## config.mk

```make
export PLATFORM = sky130hd
export DESIGN_NAME = y_loader
export DESIGN_NICKNAME = d
export VERILOG_FILES = /design/src/rtl/y_loader.sv
export SDC_FILE = /design/constraint.sdc
export NUM_CORES = 1
export LEC_CHECK = 0
export BUFFER_PORTS_ARGS = -buffer_cell sky130_fd_sc_hd__buf_2
export CAP_MARGIN = 20
export CORE_ASPECT_RATIO = 1.2
export CORE_MARGIN = 1
export CORE_UTILIZATION = 39
export CTS_CLUSTER_SIZE = 16
export DETAILED_ROUTE_END_ITERATION = 16
export HOLD_SLACK_MARGIN = 0.02
export PLACE_DENSITY_LB_ADDON = 0.05
export SETUP_SLACK_MARGIN = 0.15
export SYNTH_ARGS = -nofsm -noshare
export SYNTH_HDL_FRONTEND = slang
export SYNTH_SLANG_ARGS = --single-unit
```

## constraint.sdc

```tcl
create_clock -name clk -period 6.7 [get_ports clk]
set_input_delay 0 -clock clk [delete_from_list [all_inputs] [get_ports clk]]
set_output_delay 0 -clock clk [all_outputs]
set_load 0.02 [all_outputs]
```

## src/rtl/y_loader.sv

```systemverilog
// Program loader: takes a little-endian byte stream, writes the words into
// instruction memory, verifies an XOR checksum and then pulses INT to boot.
module y_loader #(
  parameter logic [31:0] LOAD_BASE = 32'h0,
  parameter int          MAX_WORDS = 256
) (
  input  logic        clk,
  input  logic        reset,
  input  logic        start,
  input  logic        in_valid,
  input  logic [7:0]  in_data,
  output logic        in_ready,
  output logic        imem_we,
  output logic [31:0] imem_addr,
  output logic [31:0] imem_wdata,
  output logic        hold,
  output logic        INT,
  output logic [31:0] entryPoint,
  output logic        busy,
  output logic        done,
  output logic        err,
  output logic [15:0] words_written
);

  typedef enum logic [3:0] {
    S_IDLE, S_ENTRY, S_COUNT, S_DATA, S_WRITE, S_CSUM, S_BOOT, S_DONE, S_ERR
  } state_t;

  localparam logic [16:0] MAX_W = 17'(MAX_WORDS);

  state_t      state_q, state_d;
  logic [31:0] entry_q, entry_d;
  logic [15:0] count_q, count_d;
  logic [31:0] word_q, word_d;
  logic [1:0]  idx_q, idx_d;
  logic [7:0]  csum_q, csum_d;
  logic [15:0] words_q, words_d;
  logic [31:0] addr_q, addr_d;
  logic [31:0] wdata_q, wdata_d;

  logic        xfer;
  logic [15:0] n_full;
  logic [31:0] word_full;

  assign xfer      = in_valid & in_ready;
  assign n_full    = {in_data, count_q[7:0]};
  assign word_full = {in_data, word_q[31:8]};

  always_ff @(posedge clk) begin
    if (reset) begin
      state_q <= S_IDLE;
      entry_q <= '0;
      count_q <= '0;
      word_q  <= '0;
      idx_q   <= '0;
      csum_q  <= '0;
      words_q <= '0;
      addr_q  <= '0;
      wdata_q <= '0;
    end else begin
      state_q <= state_d;
      entry_q <= entry_d;
      count_q <= count_d;
      word_q  <= word_d;
      idx_q   <= idx_d;
      csum_q  <= csum_d;
      words_q <= words_d;
      addr_q  <= addr_d;
      wdata_q <= wdata_d;
    end
  end

  always_comb begin
    state_d = state_q;
    entry_d = entry_q;
    count_d = count_q;
    word_d  = word_q;
    idx_d   = idx_q;
    csum_d  = csum_q;
    words_d = words_q;
    addr_d  = addr_q;
    wdata_d = wdata_q;
    unique case (state_q)
      S_IDLE, S_DONE, S_ERR: begin
        if (start) begin
          state_d = S_ENTRY;
          words_d = '0;
          csum_d  = '0;
          idx_d   = '0;
        end
      end
      S_ENTRY: begin
        if (xfer) begin
          entry_d[{idx_q, 3'b000} +: 8] = in_data;
          csum_d = csum_q ^ in_data;
          idx_d  = idx_q + 2'd1;
          if (idx_q == 2'd3) state_d = S_COUNT;
        end
      end
      S_COUNT: begin
        if (xfer) begin
          csum_d = csum_q ^ in_data;
          if (idx_q == 2'd0) begin
            count_d[7:0] = in_data;
            idx_d        = 2'd1;
          end else begin
            count_d = n_full;
            idx_d   = 2'd0;
            if ({1'b0, n_full} > MAX_W) state_d = S_ERR;
            else if (n_full == 16'd0)   state_d = S_CSUM;
            else                        state_d = S_DATA;
          end
        end
      end
      S_DATA: begin
        // Bytes shift in from the top so the first byte ends up in [7:0].
        if (xfer) begin
          csum_d = csum_q ^ in_data;
          word_d = word_full;
          idx_d  = idx_q + 2'd1;
          if (idx_q == 2'd3) begin
            state_d = S_WRITE;
            addr_d  = LOAD_BASE + {14'd0, words_q, 2'b00};
            wdata_d = word_full;
          end
        end
      end
      S_WRITE: begin
        words_d = words_q + 16'd1;
        if (({1'b0, words_q} + 17'd1) < {1'b0, count_q}) state_d = S_DATA;
        else                                            state_d = S_CSUM;
      end
      S_CSUM: begin
        if (xfer) state_d = (in_data == csum_q) ? S_BOOT : S_ERR;
      end
      S_BOOT:  state_d = S_DONE;
      default: state_d = S_IDLE;
    endcase
  end

  assign in_ready      = (state_q == S_ENTRY) || (state_q == S_COUNT) ||
                         (state_q == S_DATA)  || (state_q == S_CSUM);
  assign imem_we       = (state_q == S_WRITE);
  assign hold          = in_ready || imem_we;
  assign INT           = (state_q == S_BOOT);
  assign busy          = hold || INT;
  assign done          = (state_q == S_DONE);
  assign err           = (state_q == S_ERR);
  assign imem_addr     = addr_q;
  assign imem_wdata    = wdata_q;
  assign entryPoint    = entry_q;
  assign words_written = words_q;

endmodule
```

==> results.sh <==
export IMPL_hold_path_class="in -> reg"
export IMPL_cp_required_ns=7.03
export IMPL_hold_path_depth=3
export IMPL_h_tree_depth=4
export IMPL_fp_row_count=53
export IMPL_synth_top_cells_by_area="dfxtp_1, nand2_1, a21oi_1"
export IMPL_syn_avg_cell_area_um2=7.98
export IMPL_cell_internal_pwr_mw=1.48
export IMPL_hold_end="imem_wdata[26]"
export IMPL_total_power_mw=2.02
export IMPL_worstPathCellList="ha_1, nand3_1, nor4_1, xnor2_1, ha_1, and3_1, a221o_1, a311oi_1, o211ai_1, a311oi_1"
export IMPL_clk_pin_slew_ns=0.06
export IMPL_n_antenna_cell=0
export IMPL_criticalPathCategory="reg -> reg"
export IMPL_r2r_cells=10
export IMPL_overflow=0
export IMPL_outcome="completed"
export IMPL_cts_tree="built"
export IMPL_grt_pass1_wl_um=30600
export IMPL_synthArstFlopShare=0
export IMPL_timing_rr_end="state_q[1]"
export IMPL_setup_viol=0
export IMPL_synth_edf_count=0
export IMPL_firstDrtPassIters=5
export IMPL_viasPerCell=5.23
export IMPL_rsz0062_at_grt="false"
export IMPL_numCtsBuffers=17
export IMPL_grtUsageTotal=0.216
export IMPL_switchingPower_mw=0.541
export IMPL_ys_seq_area_frac=0.434
export IMPL_dieArea_um2=18300
export IMPL_ir_drop_mv=0.177
export IMPL_die_y_um=148
export IMPL_crit_slowest_cell="nor4_1"
export IMPL_worstHoldStart="in_data[2]"
export IMPL_place_area_um2=7480
export IMPL_worstPathMaxFanout=8
export IMPL_maxSlewViolCount=0
export IMPL_synthTopCellsByCount="nand2_1, dfxtp_1, a21oi_1, nor2_1, nand3_1"
export IMPL_cts_buffer_depth=2
export IMPL_grt_max_degree=87
export IMPL_ys_seq_elements=150
export IMPL_end_kind="flop"
export IMPL_cts_sinks=150
export IMPL_synth_top_area_share=0.434
export IMPL_path_buf_inv=0
export IMPL_tightestPinTransition_ns=0.943
export IMPL_fp_dieW_um=124
export IMPL_fin_nets=988
export IMPL_port_buffers=114
export IMPL_syn_to_final_growth_pct=17.3
export IMPL_first_iter_violations=300
export IMPL_dp_hpwl_um=12700
export IMPL_drc=0
export IMPL_grt_pass1_vias=5881
export IMPL_start_kind="flop"
export IMPL_yosysTopAreaCell="dfxtp_1"
export IMPL_p_sw_frac=0.267
export IMPL_drv_cap=0
export IMPL_vias=6204
export IMPL_clk_root_buffer_cell="clkbuf_16"
export IMPL_combPwrFrac=0.091
export IMPL_fin_crit_ns=3.38
export IMPL_clk_latency_ns=0.42
export IMPL_synthCells=868
export IMPL_coreArea_um2=17400
export IMPL_yosysMostFrequentCell="nand2_1"
export IMPL_cts_setup_buffers=0
export IMPL_ys_flop_type="dfxtp_1"
export IMPL_wl_per_cell_um=16.1
export IMPL_netlist_area_um2=6920
export IMPL_gp_congestion=0.815
export IMPL_totalWireLength_um=19100
export IMPL_drive_above_1_share=0.176
export IMPL_worstPathArrival_ns=3.70
export IMPL_start_util=0.397
export IMPL_p_clk_frac=0.456
export IMPL_fin_skew_ns=0.00712
export IMPL_hold_viol_final=0
export IMPL_reg2reg_from="words_written[0]"
export IMPL_antenna_left=0
export IMPL_cp_top_family="compound AO/OA/AOI/OAI gates"
export IMPL_grt_antenna_before_repair=0
export IMPL_yosysWarningCount=0
export IMPL_fmax_ghz=0.296
export IMPL_seqPwrFrac=0.454
export IMPL_r2r_slack_ns=3.32
export IMPL_maxSlewHeadroom=0.371
export IMPL_yosysUniqueCellTypes=64
export IMPL_final_area_um2=8120
export IMPL_period_share=0.504
export IMPL_tns_ns=0
export IMPL_io_pins=131
export IMPL_postLayoutCoreUtil=0.466
export IMPL_power_density_nw_per_um2=249
export IMPL_max_stage_delay_ns=0.59
export IMPL_p_leak_nw=3.27
## layout make-up
class	count	area (µm²)
flip-flops and latches	150	3000
fillers	1764	9320
clock inverters	13	121
clock buffers	19	443
inverters	26	97.6
repair buffers	125	681
multi-input cells	634	3500
well taps	220	275
## per-layer routing
metal	global-route usage	routed length, µm	vias up
met4	0.0831	462	0
met1	0.271	8350	2957
met3	0.0556	1070	28
li1	-	-	3065
met5	0	0	-
met2	0.351	9250	154
## kinds of logic after synthesis
family,count (synthesis),synth area share
adder cells (fa/ha/maj),22,0.0398
XOR/XNOR,26,0.0329
buffers and inverters,99,0.0692
other,1,0.000542
AO/OA/AOI/OAI,188,0.156
multiplexers,16,0.0231
flip-flops,150,0.434
AND/OR/NAND/NOR,366,0.245
## through the flow
| stage | hold WS (ns) | cells | setup slack (ns) |
|---|---|---|---|
| 2_1_floorplan | 0.215 | 883 | 3.62 |
| 3_3_place_gp | 0.424 | 1147 | 3.48 |
| 3_5_place_dp | 0.434 | 1148 | 3.34 |
| 4_1_cts | 0.0331 | 1187 | 3.31 |
| 5_1_grt | 0.0301 | 1187 | 2.97 |
| 6_report | 0.0435 | 1187 | 3.32 |
## placed cells by master, fill, tap and decap left out, drive strengths merged, types with 4 or more instances in the layout
cell,n
a21oi,130
a311oi,5
and2,9
and3,6
buf,118
clkbuf,19
clkinv,7
conb,16
dfxtp,150
dlygate4sd3,7
ha,22
inv,29
mux2i,16
nand2,206
nand2b,10
nand3,41
nand3b,8
nand4,5
nor2,48
nor3,8
nor4,7
o211ai,4
o21ai,19
or3,5
xnor2,15
xor2,11
## worst max path at each step
stage / from / end / slack, ns / cells after the start
floorplan: words_written[0] / state_q[1] / 3.62 / 10
global placement: words_written[0] / state_q[1] / 3.48 / 10
detailed placement: words_written[0] / state_q[1] / 3.34 / 10
CTS: words_written[0] / state_q[1] / 3.31 / 10
global route: words_written[0] / state_q[1] / 2.97 / 10
finish: words_written[0] / state_q[1] / 3.32 / 10
## sequential cells by signal, summed over array words and instances (netlist names)
register,flops
entryPoint,32
imem_wdata,32
word_q,24
count_q,16
imem_addr,16
words_written,16
csum_q,8
state_q,4
idx_q,2
## worst min-delay path: stages
cell	delay, ns
buf_2	0.24
nand2_1	0.11
a21oi_1	0.06
## power by group through the flow
stage / clock, mW / combinational [mW] / sequential (mW)
finish: 0.922 / 0.184 / 0.918
CTS: 0.938 / 0.184 / 0.918
detailed placement: 0 / 0.180 / 0.938
floorplan: 0 / 0.142 / 0.932
global placement: 0 / 0.178 / 0.937
global route: 0.979 / 0.203 / 0.919
## timing repair
item | in CTS | in global routing
hold buffers | 7 | 0
hold endpoints to repair | 15 | 0
gates resized for setup | 0 | 0
Note: power is estimated with default switching activity, not from simulation.
